--- src/rtl/screen_scanner_pkg.sv ---
// Shared constants and FSM encoding for the screen scanner.
// Screen geometry defaults describe the 512x256 monochrome display.
package screen_scanner_pkg;

  localparam int SCAN_WORDS_PER_LINE = 32;
  localparam int SCAN_LINES          = 256;
  localparam int FRAME_WORDS         = 8192;
  localparam int SCREEN_BASE         = 16384;
  localparam int ADDR_W              = 13;
  localparam int WORD_W              = 16;
  localparam int BIT_W               = 4;

  typedef enum logic [1:0] {
    ST_IDLE  = 2'd0,
    ST_FETCH = 2'd1,
    ST_SHIFT = 2'd2
  } scan_state_e;

endpackage

--- src/rtl/screen_scanner_pixel_shifter.sv ---
// Holds one screen word and walks a bit index across it, leftmost pixel first.
// Load wins over advance; a load always restarts at bit 0.
module pixel_shifter
  import screen_scanner_pkg::*;
(
  input  logic              clk,
  input  logic              reset_n,
  input  logic              load,
  input  logic              advance,
  input  logic [WORD_W-1:0] load_data,
  output logic              pixel,
  output logic              last_bit,
  output logic [BIT_W-1:0]  bit_idx
);

  logic [WORD_W-1:0] shreg;

  always_ff @(posedge clk) begin
    if (!reset_n) begin
      shreg   <= '0;
      bit_idx <= '0;
    end else if (load) begin
      shreg   <= load_data;
      bit_idx <= '0;
    end else if (advance) begin
      bit_idx <= bit_idx + 1'b1;
    end
  end

  assign pixel    = shreg[bit_idx];
  assign last_bit = &bit_idx;

endmodule

--- src/rtl/screen_scanner.sv ---
// Streams a frame of screen RAM out as a valid/ready pixel stream.
// Handshake: a pixel transfers on a posedge where pix_valid & pix_ready; while stalled, pixel/sof/eol hold.
module screen_scanner
  import screen_scanner_pkg::*;
#(
  parameter int WORDS_PER_LINE = SCAN_WORDS_PER_LINE,
  parameter int LINES          = SCAN_LINES
) (
  input  logic              clk,
  input  logic              reset_n,
  input  logic              enable,
  output logic [ADDR_W-1:0] mem_addr,
  input  logic [WORD_W-1:0] mem_data,
  output logic              pix_valid,
  input  logic              pix_ready,
  output logic              pixel,
  output logic              sof,
  output logic              eol,
  output logic              frame_done,
  output scan_state_e       state_dbg
);

  localparam logic [ADDR_W-1:0] LAST_WORD = ADDR_W'(WORDS_PER_LINE * LINES - 1);

  scan_state_e       state, next_state;
  logic [ADDR_W-1:0] word_cnt;
  logic [ADDR_W-1:0] cur_word;
  logic              frame_done_q;
  logic              load, advance;
  logic              sh_pixel, last_bit;
  logic [BIT_W-1:0]  bit_idx;
  logic              transfer, frame_end;

  assign transfer  = (state == ST_SHIFT) & pix_ready;
  assign frame_end = transfer & last_bit & (cur_word == LAST_WORD);

  always_ff @(posedge clk) begin
    if (!reset_n) state <= ST_IDLE;
    else          state <= next_state;
  end

  always_comb begin
    next_state = state;
    case (state)
      ST_IDLE:  if (enable) next_state = ST_FETCH;
      ST_FETCH: next_state = ST_SHIFT;
      ST_SHIFT: if (frame_end && !enable) next_state = ST_IDLE;
      default:  next_state = ST_IDLE;
    endcase
  end

  // When a frame ends without enable, skip the reload so the counter rests at 0.
  always_comb begin
    pix_valid = 1'b0;
    load      = 1'b0;
    advance   = 1'b0;
    case (state)
      ST_FETCH: load = 1'b1;
      ST_SHIFT: begin
        pix_valid = 1'b1;
        if (transfer) begin
          if (last_bit) load = !(frame_end && !enable);
          else          advance = 1'b1;
        end
      end
      default: ;
    endcase
  end

  // word_cnt always points at the next word to load, so mem_data is ready at the word boundary.
  always_ff @(posedge clk) begin
    if (!reset_n) begin
      word_cnt     <= '0;
      cur_word     <= '0;
      frame_done_q <= 1'b0;
    end else begin
      frame_done_q <= frame_end;
      if (load) begin
        cur_word <= word_cnt;
        word_cnt <= (word_cnt == LAST_WORD) ? '0 : word_cnt + 1'b1;
      end
    end
  end

  pixel_shifter u_shifter (
    .clk       (clk),
    .reset_n   (reset_n),
    .load      (load),
    .advance   (advance),
    .load_data (mem_data),
    .pixel     (sh_pixel),
    .last_bit  (last_bit),
    .bit_idx   (bit_idx)
  );

  assign mem_addr   = word_cnt;
  assign pixel      = pix_valid & sh_pixel;
  assign sof        = pix_valid & (cur_word == '0) & (bit_idx == '0);
  assign eol        = pix_valid & last_bit &
                      ((32'(cur_word) % WORDS_PER_LINE) == WORDS_PER_LINE - 1);
  assign frame_done = frame_done_q;
  assign state_dbg  = state;

endmodule

--- config.mk ---
export PLATFORM = sky130hd
export DESIGN_NAME = screen_scanner
export DESIGN_NICKNAME = d
export VERILOG_FILES = /design/src/rtl/screen_scanner_pkg.sv /design/src/rtl/screen_scanner_pixel_shifter.sv /design/src/rtl/screen_scanner.sv
export SDC_FILE = /design/constraint.sdc
export NUM_CORES = 1
export LEC_CHECK = 0
export CAP_MARGIN = 20
export CORE_MARGIN = 2
export CORE_UTILIZATION = 55
export CTS_BUF_LIST = sky130_fd_sc_hd__clkbuf_4
export CTS_CLUSTER_SIZE = 28
export DETAILED_ROUTE_END_ITERATION = 7
export PLACE_DENSITY = 0.81
export SLEW_MARGIN = 15
export SYNTH_ARGS = -nofsm -noshare
export SYNTH_HDL_FRONTEND = slang
export SYNTH_SLANG_ARGS = --single-unit
--- constraint.sdc ---
create_clock -name clk -period 5.9 [get_ports clk]
set_clock_uncertainty 0.1 [all_clocks]
set_input_delay 1.18 -clock clk [delete_from_list [all_inputs] [get_ports clk]]
set_output_delay 1.18 -clock clk [all_outputs]
set_load 0.01 [all_outputs]
==> flow_summary.ini <==
[status]
run_status = finished, final reports clean

[power]
total_power_uw = 838
combPwrFrac = 0.294
p_leak_uw = 0.00102
ir_drop_mv = 0.145
p_per_area_nw_per_um2 = 274
p_clk_frac = 0.243
power.internal_uw = 561
power_frac_seq = 0.463
power_switching_uw = 278
power.share.switching = 0.331

[hold_path]
hold_class = register to register
min_to = u_shifter.shreg[12]
min_path_cells = 2
hp-start = u_shifter.shreg[12]

[global_route]
grt_antenna_before_repair = 0
track_usage = 0.251
globalRouteOverflowTotal = 0
grt_pass1_vias = 2201
grt_max_degree = 45
grt_pass1_wl_um = 10600

[setup_path]
rr_endpoint = mem_addr[7]
r2r_cells = 6
crit_chain = mux4_1 > mux4_2 > and2_1 > clkdlybuf4s50_1
path_delay_family = multiplexers
r2r_start = u_shifter.bit_idx[0]
slowest_delay_ns = 0.60
critPathMaxFanout = 8
crit_type = register to output pin
critPathBufInv = 1
cp-start-kind = register
cp-end-kind = output pin
cp.arrival_ns = 2.65
cp.required_ns = 4.62
critPathSlowestCell = mux4_1
rrSetupSlack_ns = 3.14

[cells_and_area]
nNetsFinal = 349
postLayoutCellArea_um2 = 3060
area.growth.synth_to_final_pct = 18.5
fillerInstances = 363
multi_input_area_um2 = 1480
diodes = 0
regArea_um2 = 981
drive_above_1_share = 0.0557

[clocking]
cts_buffer_depth = 2
htree_levels = 2
post_cts_buffers = 0
ctsHoldBuffers = 0
tritoncts = yes
cts_made_buffers = 5
cts.sinks = 49
postCtsResizedCells = 0
clkLatencyLatePin_ns = 0.37
path_clk_slew_ns = 0.15
root_buffer = clkbuf_4

[yosys]
avgSynthCellArea_um2 = 8.70
synth_cell_types = 40
netlist_area_um2 = 2580
synth_cells = 297
yosys_warnings = 0
ys_ff_latch = 49
synth_seq_area_share = 0.379
synth_largest_area_cell = dfxtp_1
synth_area_leaders = dfxtp_1 (38%), a21boi_1 (9.6%), nand3_1 (7.4%), o21ai_1 (6.4%), mux4_1 (4.1%)
synth_top_area_share = 0.379
syn_nets = 324

[placement]
place_area_um2 = 2970
portBuffers = 39
place_ws_ns = 2.30
hpwl_um = 4140
gp_congestion = 0.839

[drt]
ant_nets = 0
vias = 2395
vias_per_cell = 6.39
first_pass_iters = 4
drt-initial-drc-count = 127
wl_per_cell_um = 16.5
drcViolationCount = 0
drt-total-wl_um = 6180

[timing]
timing.final.ws_setup_ns = 1.97
finalSetupViolCount = 0
hold_viol = 0
tns_ns = 0
period_share = 0.665
slew_violations = 0
tightest_slew_ns = 1.03
rsz0062_at_grt = no
fin_crit_ns = 3.93
slew-limit-headroom = 0.310
fmax_mhz = 255

[die]
fp.dieW_um = 72.6
fp-row-count = 24
start_util = 0.582
die_area_um2 = 5260
io_pins = 40
placeableCoreArea_um2 = 4440
fp.dieH_um = 72.6

[run]
drv_cap = 0
synth_stat cells, drive strengths merged:
cell / number
nor4: 5
nor2: 6
o21a: 1
clkbuf: 15
mux4: 5
nand2: 19
nand3: 38
or3b: 2
and2: 1
mux2i: 4
o21ai: 34
o221ai: 2
o311ai: 1
o211ai: 1
xnor2: 2
a31oi: 1
o22ai: 2
ha: 7
nand4bb: 1
a21boi: 33
o31ai: 4
nand4: 12
nor4b: 1
nand2b: 8
dfxtp: 49
nor3b: 1
and3: 3
buf: 11
a21oi: 3
inv: 5
and4: 4
o32ai: 3
a211oi: 6
nand4b: 1
or4: 4
nor3: 2
registers in the layout (all words and copies together) (netlist names):
name	flops
cur_word	13
frame_done	1
mem_addr	13
state_dbg	2
u_shifter.bit_idx	4
u_shifter.shreg	16
worst register-to-register path: cells and delay by family, from the launching register on:
family	cells	cell delay, ns
fa+ha+maj	1	0.30
simple gates	2	0.25
flops	1	0.57
buf+inv	1	0.30
compound gates	2	1.15
cells by family after synthesis:
kind of cell | after synthesis | synth area share
xor+xnor | 2 | 0.00678
fa+ha+maj | 7 | 0.0339
simple gates | 108 | 0.232
compound gates | 91 | 0.230
buf+inv | 31 | 0.0528
flops | 49 | 0.379
mux | 9 | 0.0649
area by class of cell:
type,count,share of cell area
clock buffer,6,0.0147
clock inverter,2,0.0127
inverter,5,0.00612
multi-input combinational,217,0.483
sequential,49,0.320
tap,52,0.0212
timing repair buffer,44,0.142
stage by stage:
step	hold slack [ns]	util	instances
final	0.387	0.689	375
after global placement	0.366	0.667	366
after CTS	0.388	0.686	374
after floorplan	0.353	-	297
after global routing	0.410	0.689	375
after detailed placement	0.369	0.667	366
placed cells by master, fill, tap and decap left out, types with 5 or more instances in the layout:
cell type         n
inv_1             5
clkbuf_4          6
a21boi_1         33
nor2_1            6
o21ai_1          32
ha_1              7
nand2b_1          8
dfxtp_1          49
nand2_1          19
a211oi_1          6
clkdlybuf4s50_1  39
nand4_1          12
nand3_1          38
metal layers:
layer,wire length (µm),share of wire,GRT usage,vias to the layer above
li1,-,-,-,1173
met2,2890,0.47,0.385,75
met3,363,0.059,0.0639,5
met1,2880,0.47,0.354,1142
met4,44,0.0071,0.0679,0
met5,0,0,0,-
power groups by stage:
stage / registers [µW] / logic [µW] / clock network (µW)
finish: 388 / 247 / 204
global route: 393 / 275 / 218
CTS: 387 / 246 / 208
detailed placement: 395 / 244 / 0
global placement: 394 / 241 / 0
floorplan: 388 / 167 / 0
how the worst max path moves through the flow:
stage / depth (start not counted) / slack (ns) / endpoint / start
after floorplan: 4 / 3.00 / pixel / u_shifter.bit_idx[0]
after global placement: 5 / 2.36 / mem_addr[3] / enable
after detailed placement: 6 / 2.30 / mem_addr[7] / pix_ready
after CTS: 4 / 1.95 / pixel / u_shifter.bit_idx[0]
after global routing: 4 / 1.86 / pixel / u_shifter.bit_idx[0]
final: 4 / 1.97 / pixel / u_shifter.bit_idx[0]
Power figures use the tool's default switching activity.
==> RTL change: new RTL, same flow settings <==
`BIT_W`: 4 -> 5.
--- a/src/rtl/screen_scanner_pkg.sv
+++ b/src/rtl/screen_scanner_pkg.sv
@@ -10,3 +10,3 @@
   localparam int WORD_W              = 16;
-  localparam int BIT_W               = 4;
+  localparam int BIT_W               = 5;
 
Function: same outputs for any inputs over 10 cycles, from zero or initial values and one cycle with reset_n low; that may be too few to reach the edited logic, so the function may still have changed.
==> RTL change against the original RTL <==
- register-to-register slack better by 0.18 ns
- sequential power down 2%
- worst setup slack lost 0.044 ns
- via count decreased by 0.54%
- non-clock buffer count shrank 1
- design area up 2.3%
- power is 0.54% lower
- critical path depth unchanged
- synthesized cell count is 1.3% higher
- synthesized area grew 3.0%
- sequential cell count is 1 higher
- largest power group unchanged
- routed wire length fell by 2.0%
- critical path type unchanged
==> RTL change: results (changes against the original RTL) <==
| Metric | Value |
|---|---|
| Dpl ws | `2.33 ns (was 2.30 ns)` |
| Internal | `589 uW (was 561 uW)` |
| Final #Nets | `351 (was 349)` |
| Seq/Total Area, Yosys | `37.6% (was 37.9%)` |
| Gr usage total | `24.9% (was 25.1%)` |
| Vias in the first global route | `2116 (was 2201)` |
| HPWL after DPL | `3.92 mm (was 4.14 mm)` |
| Worst Hold Endpoint | `u_shifter.shreg[1] (was u_shifter.shreg[12])` |
| Max reg flops | `16 (unchanged)` |
| Slew of the pin with the lowest slew margin | `0.628 ns (was 1.03 ns)` |
| GRT met2 Usage | `36.3% (was 38.5%)` |
| Syn avg cell area | `8.85 sq um (was 8.70 sq um)` |
| DR iter-0 viols | `138 (was 127)` |
| Met2 Routed Length | `2.84 mm (was 2.89 mm)` |
| Combinational gate power | `206 uW (was 247 uW)` |
| Post-Route M1 WL | `2.82 mm (was 2.88 mm)` |
| CTS buffer count | `5 (unchanged)` |
| Final Hold Slack | `0.390 ns (was 0.387 ns)` |
| R2R Setup Slk | `3.32 ns (was 3.14 ns)` |
| Total power draw | `834 uW (was 838 uW)` |
| Setup slack after layout | `1.93 ns (was 1.97 ns)` |
| Dpl cell area | `3030 sq um (was 2970 sq um)` |
| Vias per inst | `6.30 (was 6.39)` |
| Fraction of layout cells with a size suffix above 1 | `6.48% (was 5.57%)` |
| Fill cells | `374 (was 363)` |
| Crit path DAT | `2.69 ns (was 2.65 ns)` |
| GPL Wtd Cong | `0.876 (was 0.839)` |
| Post-synthesis cell type count | `46 (was 40)` |
| WL/cell | `16.0 um (was 16.5 um)` |
| Routed WL | `6.06 mm (was 6.18 mm)` |
| Detail Route met3 WL | `322 um (was 363 um)` |
| Leak Pwr | `0.00107 uW (was 0.00102 uW)` |
| Net Count, Synth | `329 (was 324)` |
| Top cells by count, synth | `dfxtp_1 (50), nand3_1 (34), a21boi_1 (33) (was dfxtp_1 (49), nand3_1 (38), a21boi_1 (33), o21ai_1 (33), nand2_1 (19))` |
| Largest cells by area after synthesis | `dfxtp_1 (38%), a21boi_1 (9.3%), nand3_1 (6.4%) (was dfxtp_1 (38%), a21boi_1 (9.6%), nand3_1 (7.4%))` |
| Grt met1 use | `36.6% (was 35.4%)` |
| HP Class | `flop to flop (unchanged)` |
| Status | `finished, final reports clean (unchanged)` |
| First-pass GRT wire length | `10.5 mm (was 10.6 mm)` |
| Placed cell count | `370 (was 366)` |
| Peak supply drop | `0.164 mV (was 0.145 mV)` |
| CP max stage delay | `0.63 ns (was 0.60 ns)` |
| Reg-to-reg startpoint | `state_dbg[1] (was u_shifter.bit_idx[0])` |
| Met3 usage | `5.62% (was 6.39%)` |
| Largest net degree at the start of global routing | `56 (was 45)` |
| RR Endpoint | `mem_addr[6] (was mem_addr[7])` |
| Sequential power | `382 uW (was 388 uW)` |
==> RTL change: cell count changes in the layout (fill, tap and decap cells not counted), moves of 3 or more <==
cell / delta
and2_1: +3
and4_1: +3
nand3_1: -4
nand4_1: -4
nor2_1: +3
o21ai_0: +10
o21ai_1: -11
o32ai_1: -3
==> RTL change: layout make-up <==
| type | instances | area [sq um] | area share, % |
|---|---|---|---|
| multi-input combinational | 218 | 1520 | 48.5 |
| clock buffer | 5 | 37.5 | 1.20 |
| sequential | 50 | 1000 | 31.9 |
| clock inverter | 3 | 68.8 | 2.19 |
| tap | 54 | 67.6 | 2.15 |
| inverter | 5 | 18.8 | 0.599 |
| timing repair buffer | 43 | 420 | 13.4 |
==> RTL change: cell families after synthesis <==
group           share of synthesized area [%]
compound gates                           20.7
xor+xnor                                0.987
fa+ha+maj                                3.76
buf+inv                                  5.45
flops                                    37.6
mux                                      7.33
simple gates                             24.2
